==> config.mk <==
export PLATFORM = sky130hd
export DESIGN_NAME = hub_arbiter
export DESIGN_NICKNAME = d
export VERILOG_FILES = /design/src/rtl/hub_pkg.sv /design/src/rtl/hub_rx_capture.sv /design/src/rtl/hub_arbiter.sv
export SDC_FILE = /design/constraint.sdc
export NUM_CORES = 1
export LEC_CHECK = 0
export BUFFER_PORTS_ARGS = -buffer_cell sky130_fd_sc_hd__buf_2
export CAP_MARGIN = 20
export CORE_MARGIN = 4
export CORE_UTILIZATION = 55
export DETAILED_ROUTE_END_ITERATION = 7
export PLACE_DENSITY_LB_ADDON = 0.05
export SLEW_MARGIN = 15
export SYNTH_ARGS = -nofsm -noshare
export SYNTH_HDL_FRONTEND = slang
export SYNTH_SLANG_ARGS = --single-unit
==> constraint.sdc <==
create_clock -name clk -period 1.65 [get_ports clk]
set_input_delay 0.0825 -clock clk [delete_from_list [all_inputs] [get_ports clk]]
set_output_delay 0.0825 -clock clk [all_outputs]
set_load 0.1 [all_outputs]
==> src/rtl/hub_pkg.sv <==
// hub_pkg: shared constants and state encodings for the four-port serial hub.
//   SFD     : default start-of-frame delimiter, first-received bit is the MSB
//   DATA_W  : default payload bits per frame
//   N_PORTS : number of serial ports on the hub
//   rx_state_t / tx_state_t : receive and transmit FSM encodings
package hub_pkg;

   localparam logic [7:0] SFD     = 8'b10101011;
   localparam int         DATA_W  = 8;
   localparam int         N_PORTS = 4;

   typedef enum logic {
      RX_HUNT    = 1'b0,
      RX_CAPTURE = 1'b1
   } rx_state_t;

   typedef enum logic [1:0] {
      TX_IDLE = 2'd0,
      TX_SEND = 2'd1,
      TX_GAP  = 2'd2
   } tx_state_t;

endpackage

==> src/rtl/hub_rx_capture.sv <==
// hub_rx_capture: per-port receiver. Hunts for the SFD in an 8-bit history,
// then captures DATA_W payload bits MSB first and posts them as a pending frame.
//   clk     : clock
//   reset   : synchronous active-low reset
//   rx      : serial receive line, one bit per clock
//   clr     : arbiter takes the pending frame on this edge
//   pending : a captured frame is waiting to be forwarded
//   frame   : captured payload, stable while pending
//   drop    : one-cycle pulse when a completed frame is discarded
module hub_rx_capture #(
   parameter logic [7:0] SFD    = hub_pkg::SFD,
   parameter int         DATA_W = hub_pkg::DATA_W
) (
   input  logic              clk,
   input  logic              reset,
   input  logic              rx,
   input  logic              clr,
   output logic              pending,
   output logic [DATA_W-1:0] frame,
   output logic              drop
);
   import hub_pkg::*;

   localparam int CNT_W = $clog2(DATA_W + 1);

   rx_state_t         state, state_nxt;
   logic [7:0]        hist;
   logic [7:0]        hist_nxt;
   logic [DATA_W-1:0] shreg;
   logic [DATA_W-1:0] shreg_nxt;
   logic [CNT_W-1:0]  cnt;
   logic              last_bit;

   assign hist_nxt  = (hist << 1) | 8'(rx);
   assign shreg_nxt = (shreg << 1) | DATA_W'(rx);

   always_comb begin
      last_bit = (state == RX_CAPTURE) && (cnt == CNT_W'(DATA_W - 1));
   end

   always_ff @(posedge clk) begin
      if (!reset) state <= RX_HUNT;
      else        state <= state_nxt;
   end

   always_comb begin
      state_nxt = state;
      case (state)
         RX_HUNT:    if (hist_nxt == SFD) state_nxt = RX_CAPTURE;
         RX_CAPTURE: if (last_bit)        state_nxt = RX_HUNT;
         default:    state_nxt = RX_HUNT;
      endcase
   end

   always_ff @(posedge clk) begin
      if (!reset) begin
         hist    <= '0;
         shreg   <= '0;
         cnt     <= '0;
         frame   <= '0;
         pending <= 1'b0;
         drop    <= 1'b0;
      end else begin
         drop <= 1'b0;
         // A grant and a new completion on the same edge: the set below wins,
         // so the old buffer leaves and the new frame becomes pending.
         if (clr) pending <= 1'b0;
         case (state)
            RX_HUNT: begin
               hist <= hist_nxt;
               cnt  <= '0;
            end
            RX_CAPTURE: begin
               shreg <= shreg_nxt;
               cnt   <= cnt + 1'b1;
               if (last_bit) begin
                  hist <= '0;
                  if (pending && !clr) begin
                     drop <= 1'b1;
                  end else begin
                     frame   <= shreg_nxt;
                     pending <= 1'b1;
                  end
               end
            end
            default: hist <= '0;
         endcase
      end
   end

endmodule

==> src/rtl/hub_arbiter.sv <==
// hub_arbiter: four-port serial hub. Each port captures SFD-delimited frames;
// a round-robin arbiter forwards one pending frame at a time to every port
// except its source, followed by GAP forced idle cycles.
//   clk      : clock
//   reset    : synchronous active-low reset
//   rx0..rx3 : serial receive lines
//   tx0..tx3 : serial transmit lines (source port held at 0)
//   busy     : frame or trailing gap in progress
//   src      : port being forwarded, valid while busy
//   drop     : per-port one-cycle pulse on a discarded frame
module hub_arbiter #(
   parameter logic [7:0] SFD    = hub_pkg::SFD,
   parameter int         DATA_W = hub_pkg::DATA_W,
   parameter int         GAP    = 2
) (
   input  logic       clk,
   input  logic       reset,
   input  logic       rx0,
   input  logic       rx1,
   input  logic       rx2,
   input  logic       rx3,
   output logic       tx0,
   output logic       tx1,
   output logic       tx2,
   output logic       tx3,
   output logic       busy,
   output logic [1:0] src,
   output logic [3:0] drop
);
   import hub_pkg::*;

   localparam int FRAME_W = 8 + DATA_W;
   localparam int CNT_MAX = (FRAME_W > GAP) ? FRAME_W : GAP;
   localparam int CNT_W   = $clog2(CNT_MAX + 1);

   logic [N_PORTS-1:0] rx_vec;
   logic [N_PORTS-1:0] pending;
   logic [N_PORTS-1:0] clr;
   logic [N_PORTS-1:0] tx_vec;
   logic [DATA_W-1:0]  frames [N_PORTS];

   tx_state_t          state, state_nxt;
   logic [FRAME_W-1:0] txsr;
   logic [CNT_W-1:0]   cnt;
   logic [1:0]         last;
   logic [1:0]         gnt_idx;
   logic               gnt_ok;

   assign rx_vec = {rx3, rx2, rx1, rx0};

   for (genvar g = 0; g < N_PORTS; g++) begin : g_rx
      hub_rx_capture #(
         .SFD    (SFD),
         .DATA_W (DATA_W)
      ) u_rx (
         .clk     (clk),
         .reset   (reset),
         .rx      (rx_vec[g]),
         .clr     (clr[g]),
         .pending (pending[g]),
         .frame   (frames[g]),
         .drop    (drop[g])
      );
   end

   // Search starts one past the last granted port; the last port itself is
   // checked last, which gives it lowest priority.
   always_comb begin
      gnt_ok  = 1'b0;
      gnt_idx = last;
      for (int k = 1; k <= N_PORTS; k++) begin
         if (!gnt_ok && pending[2'(last + 2'(k))]) begin
            gnt_ok  = 1'b1;
            gnt_idx = 2'(last + 2'(k));
         end
      end
   end

   always_comb begin
      clr = '0;
      if (state == TX_IDLE && gnt_ok) clr[gnt_idx] = 1'b1;
   end

   always_ff @(posedge clk) begin
      if (!reset) state <= TX_IDLE;
      else        state <= state_nxt;
   end

   always_comb begin
      state_nxt = state;
      case (state)
         TX_IDLE: if (gnt_ok) state_nxt = TX_SEND;
         TX_SEND: if (cnt == CNT_W'(FRAME_W - 1)) state_nxt = (GAP == 0) ? TX_IDLE : TX_GAP;
         TX_GAP:  if (cnt == CNT_W'(GAP - 1))     state_nxt = TX_IDLE;
         default: state_nxt = TX_IDLE;
      endcase
   end

   always_comb begin
      tx_vec = '0;
      busy   = (state != TX_IDLE);
      if (state == TX_SEND) begin
         tx_vec      = {N_PORTS{txsr[FRAME_W-1]}};
         tx_vec[src] = 1'b0;
      end
   end

   assign tx0 = tx_vec[0];
   assign tx1 = tx_vec[1];
   assign tx2 = tx_vec[2];
   assign tx3 = tx_vec[3];

   // Reset pointer of 3 makes port 0 the first candidate after reset.
   always_ff @(posedge clk) begin
      if (!reset) begin
         txsr <= '0;
         cnt  <= '0;
         src  <= 2'd0;
         last <= 2'd3;
      end else begin
         case (state)
            TX_IDLE: begin
               cnt <= '0;
               if (gnt_ok) begin
                  txsr <= {SFD, frames[gnt_idx]};
                  src  <= gnt_idx;
                  last <= gnt_idx;
               end
            end
            TX_SEND: begin
               txsr <= txsr << 1;
               cnt  <= (cnt == CNT_W'(FRAME_W - 1)) ? '0 : cnt + 1'b1;
            end
            TX_GAP:  cnt <= cnt + 1'b1;
            default: cnt <= '0;
         endcase
      end
   end

endmodule

==> impl_metrics.json <==
{
  "grt_pass1_vias": 4371,
  "clkLatencyLatePin_ns": 0.52,
  "clock-sinks": 143,
  "outcome": "finished, violations left",
  "io-pin-count": 17,
  "period_needed_ns": 1.760,
  "grt_pass1_wl_um": 20670,
  "grt_util_met3_pct": 4.973,
  "synth-edff-count": 0,
  "drt-pass1-iter-count": 4,
  "finalWirelength_um": 12810,
  "setup-tns-final_ns": -3.143,
  "muxShareOfSynthArea_pct": 12.64,
  "start_util_pct": 56.23,
  "grt_use_met2_pct": 33.49,
  "synth_adder_area_share_pct": 2.258,
  "synth_top_family_by_area": "simple AND/OR/NAND/NOR gates",
  "power.density_nw_per_um2": 940.8,
  "crit_required_ns": 2.10,
  "vias": 4549,
  "min_from": "reset",
  "num_rows": 38,
  "synth_warnings": 0,
  "grt_overflow": 0,
  "grtUsageMet1_pct": 25.09,
  "fmax_mhz": 568.1,
  "synth_seq_area_share_pct": 46.96,
  "worst_clock_skew_ns": 0.006780,
  "hold_end": "last[1]",
  "die_y_um": 113.3,
  "clockRootBuffer": "clkbuf_8",
  "clock_path_buffers": 2,
  "max-slew-margin-rel_pct": 66.57,
  "synthesis.nets": 654,
  "syn_inst": 637,
  "dp_hpwl_um": 8091,
  "wl_per_cell_um": 14.98,
  "drcViolationCount": 0,
  "synth-simple-area-share_pct": 21.67,
  "synth_area_sq_um": 6096,
  "fin_nets": 719,
  "antenna_left": 0,
  "drive_gt1_share_pct": 24.06,
  "cp.arrival_ns": 2.21,
  "fin_util_pct": 71.80,
  "gp_congestion": 0.8274,
  "final_max_slew_viol_count": 0,
  "dp_slack_ns": -0.1867,
  "ir_drop_v": 0.0007623,
  "antenna_found_initial": 0,
  "cts_buffers": 17,
  "h-tree-depth": 4,
  "ys_types": 53,
  "synth_compound_area_share_pct": 11.12,
  "timing.hold.ws_ns": 0.04716,
  "ys_ff_latch": 143,
  "via_per_inst": 5.320,
  "cp-start-kind": "flop",
  "hold_viol": 0,
  "diodes": 0,
  "worstMarginPinSlew_ns": 0.5014,
  "worst-path-max-fanout": 8,
  "r2r_slack_ns": -0.11,
  "violations": "negative setup slack",
  "crit_type": "reg2reg",
  "dieArea_sq_um": 12830,
  "ys_async_sr_fraction_pct": 0,
  "hold_path.class": "in2reg",
  "max_cap_violations": 0,
  "cts_tree": "built",
  "r2r-end": "g_rx[2].u_rx.frame[2]",
  "hold_depth": 3,
  "setup_viol": 50,
  "grt_max_degree": 135,
  "r2r_cells": 6,
  "postSynthAreaPerCell_sq_um": 9.570,
  "layout_setup_ws_ns": -0.1102,
  "syn_to_final_growth_pct": 27.69,
  "rsz0062_at_grt": "true",
  "die_w_um": 113.3,
  "busiest_layer": "met2",
  "reg2reg_from": "g_rx[1].u_rx.pending",
  "ys.flop_type": "dfxtp_1",
  "power.total_mw": 7.323,
  "leakage_nw": 2.894,
  "grt_usage_pct": 20.02,
  "io_buffers": 16,
  "synthXorXnorAreaFrac_pct": 1.437,
  "drt-initial-drc-count": 264,
  "path_clk_slew_ns": 0.06,
  "design.core.area_sq_um": 10840,
  "timing.final.crit_share_pct": 106.7,
  "end_kind": "flop"
}
## state kept, by name, indices dropped and copies added (netlist names)
name	flops
last	2
g_rx.u_rx.frame	32
g_rx.u_rx.cnt	16
state	2
g_rx.u_rx.pending	4
g_rx.u_rx.shreg	28
cnt	5
src	2
g_rx.u_rx.drop	4
txsr	16
g_rx.u_rx.hist	28
g_rx.u_rx.state	4
## final cells by class
type / count / area, sq um
timing repair buffer: 87 / 820.8
clock inverter: 9 / 106.4
multi-input combinational: 442 / 3276
fill: 813 / 3057
inverter: 11 / 51.30
tap: 140 / 175.2
sequential: 143 / 2878
clock buffer: 23 / 476.7
## worst max-delay path: stages (launching register included)
cell and delay [ns]:
dfxtp_2 0.35, buf_4 0.16, o211ai_1 0.32, nand2_2 0.15, o32ai_4 0.32, buf_12 0.18, mux2i_4 0.21
## logic make-up after synthesis
kind of cell    count (synthesis)
buf+inv                        53
simple gates                  250
fa+ha+maj                      11
xor+xnor                       10
compound gates                 93
flops                         143
mux                            77
## report_power, final
group | internal [mW] | switching (mW)
Combinational | 0.0590 | 0.0747
Sequential | 3.47 | 0.00912
Clock | 2.31 | 1.40
Total | 5.83 | 1.49
## metrics by stage
step           cell area, sq um  cells
4_1_cts                    7610    850
5_1_grt                    7784    855
3_5_place_dp               6719    802
6_report                   7784    855
3_3_place_gp               6719    802
2_1_floorplan              6153    637
## synthesized netlist by cell type (all sizes together) (7+ instances only)
| library cell | instances | area (sq um) |
|---|---|---|
| dfxtp | 143 | 2863 |
| nor2b | 92 | 575.6 |
| nand2 | 87 | 326.6 |
| mux2i | 77 | 770.7 |
| a21oi | 37 | 185.2 |
| clkbuf | 26 | 97.59 |
| nor2 | 22 | 82.58 |
| buf | 16 | 98.85 |
| nand3 | 12 | 60.06 |
| ha | 11 | 137.6 |
| inv | 11 | 41.29 |
| and3 | 8 | 50.05 |
| a22o | 7 | 61.31 |
| o21ai | 7 | 35.03 |
| o221ai | 7 | 61.31 |
## layout by cell type (no fill, tap or decap), types with 8 or more instances in the layout
master     netlist  layout
nand3_1         12      11
nand2_1         87      83
buf_4            5      50
nor2b_1         92      91
buf_2            4      10
dfxtp_1        143     133
dfxtp_2          0       9
inv_1           10       8
nor2_1          22      21
clkbuf_16        0      16
a21oi_1         37      29
buf_12           0      11
buf_6            2      12
mux2i_1         77      75
## layer usage
layer,part of all wire [%],up-vias
met3,2.8,24
met2,48,50
met1,47,2162
li1,-,2313
met5,0,-
met4,2.1,0
## repair_timing
action | CTS | global route
setup buffers | 13 | 6
setup endpoints to repair | 55 | 63
hold endpoints to repair | 14 | 0
resized for setup | 43 | 27
pin swaps | 10 | 14
hold buffers | 4 | 0
gates cloned | 0 | 1
## worst max-delay path by stage
stage / slack, ns / from / end
finish: -0.11 / g_rx[1].u_rx.pending / g_rx[2].u_rx.frame[2]
global route: -0.19 / g_rx[1].u_rx.pending / g_rx[2].u_rx.frame[2]
CTS: -0.15 / last[0] / g_rx[2].u_rx.frame[2]
detailed placement: -0.19 / state[0] / txsr[12]
global placement: -0.11 / last[0] / g_rx[0].u_rx.frame[5]
floorplan: -0.09 / g_rx[2].u_rx.pending / g_rx[0].u_rx.frame[0]
Note: power is estimated with default switching activity, not from simulation.
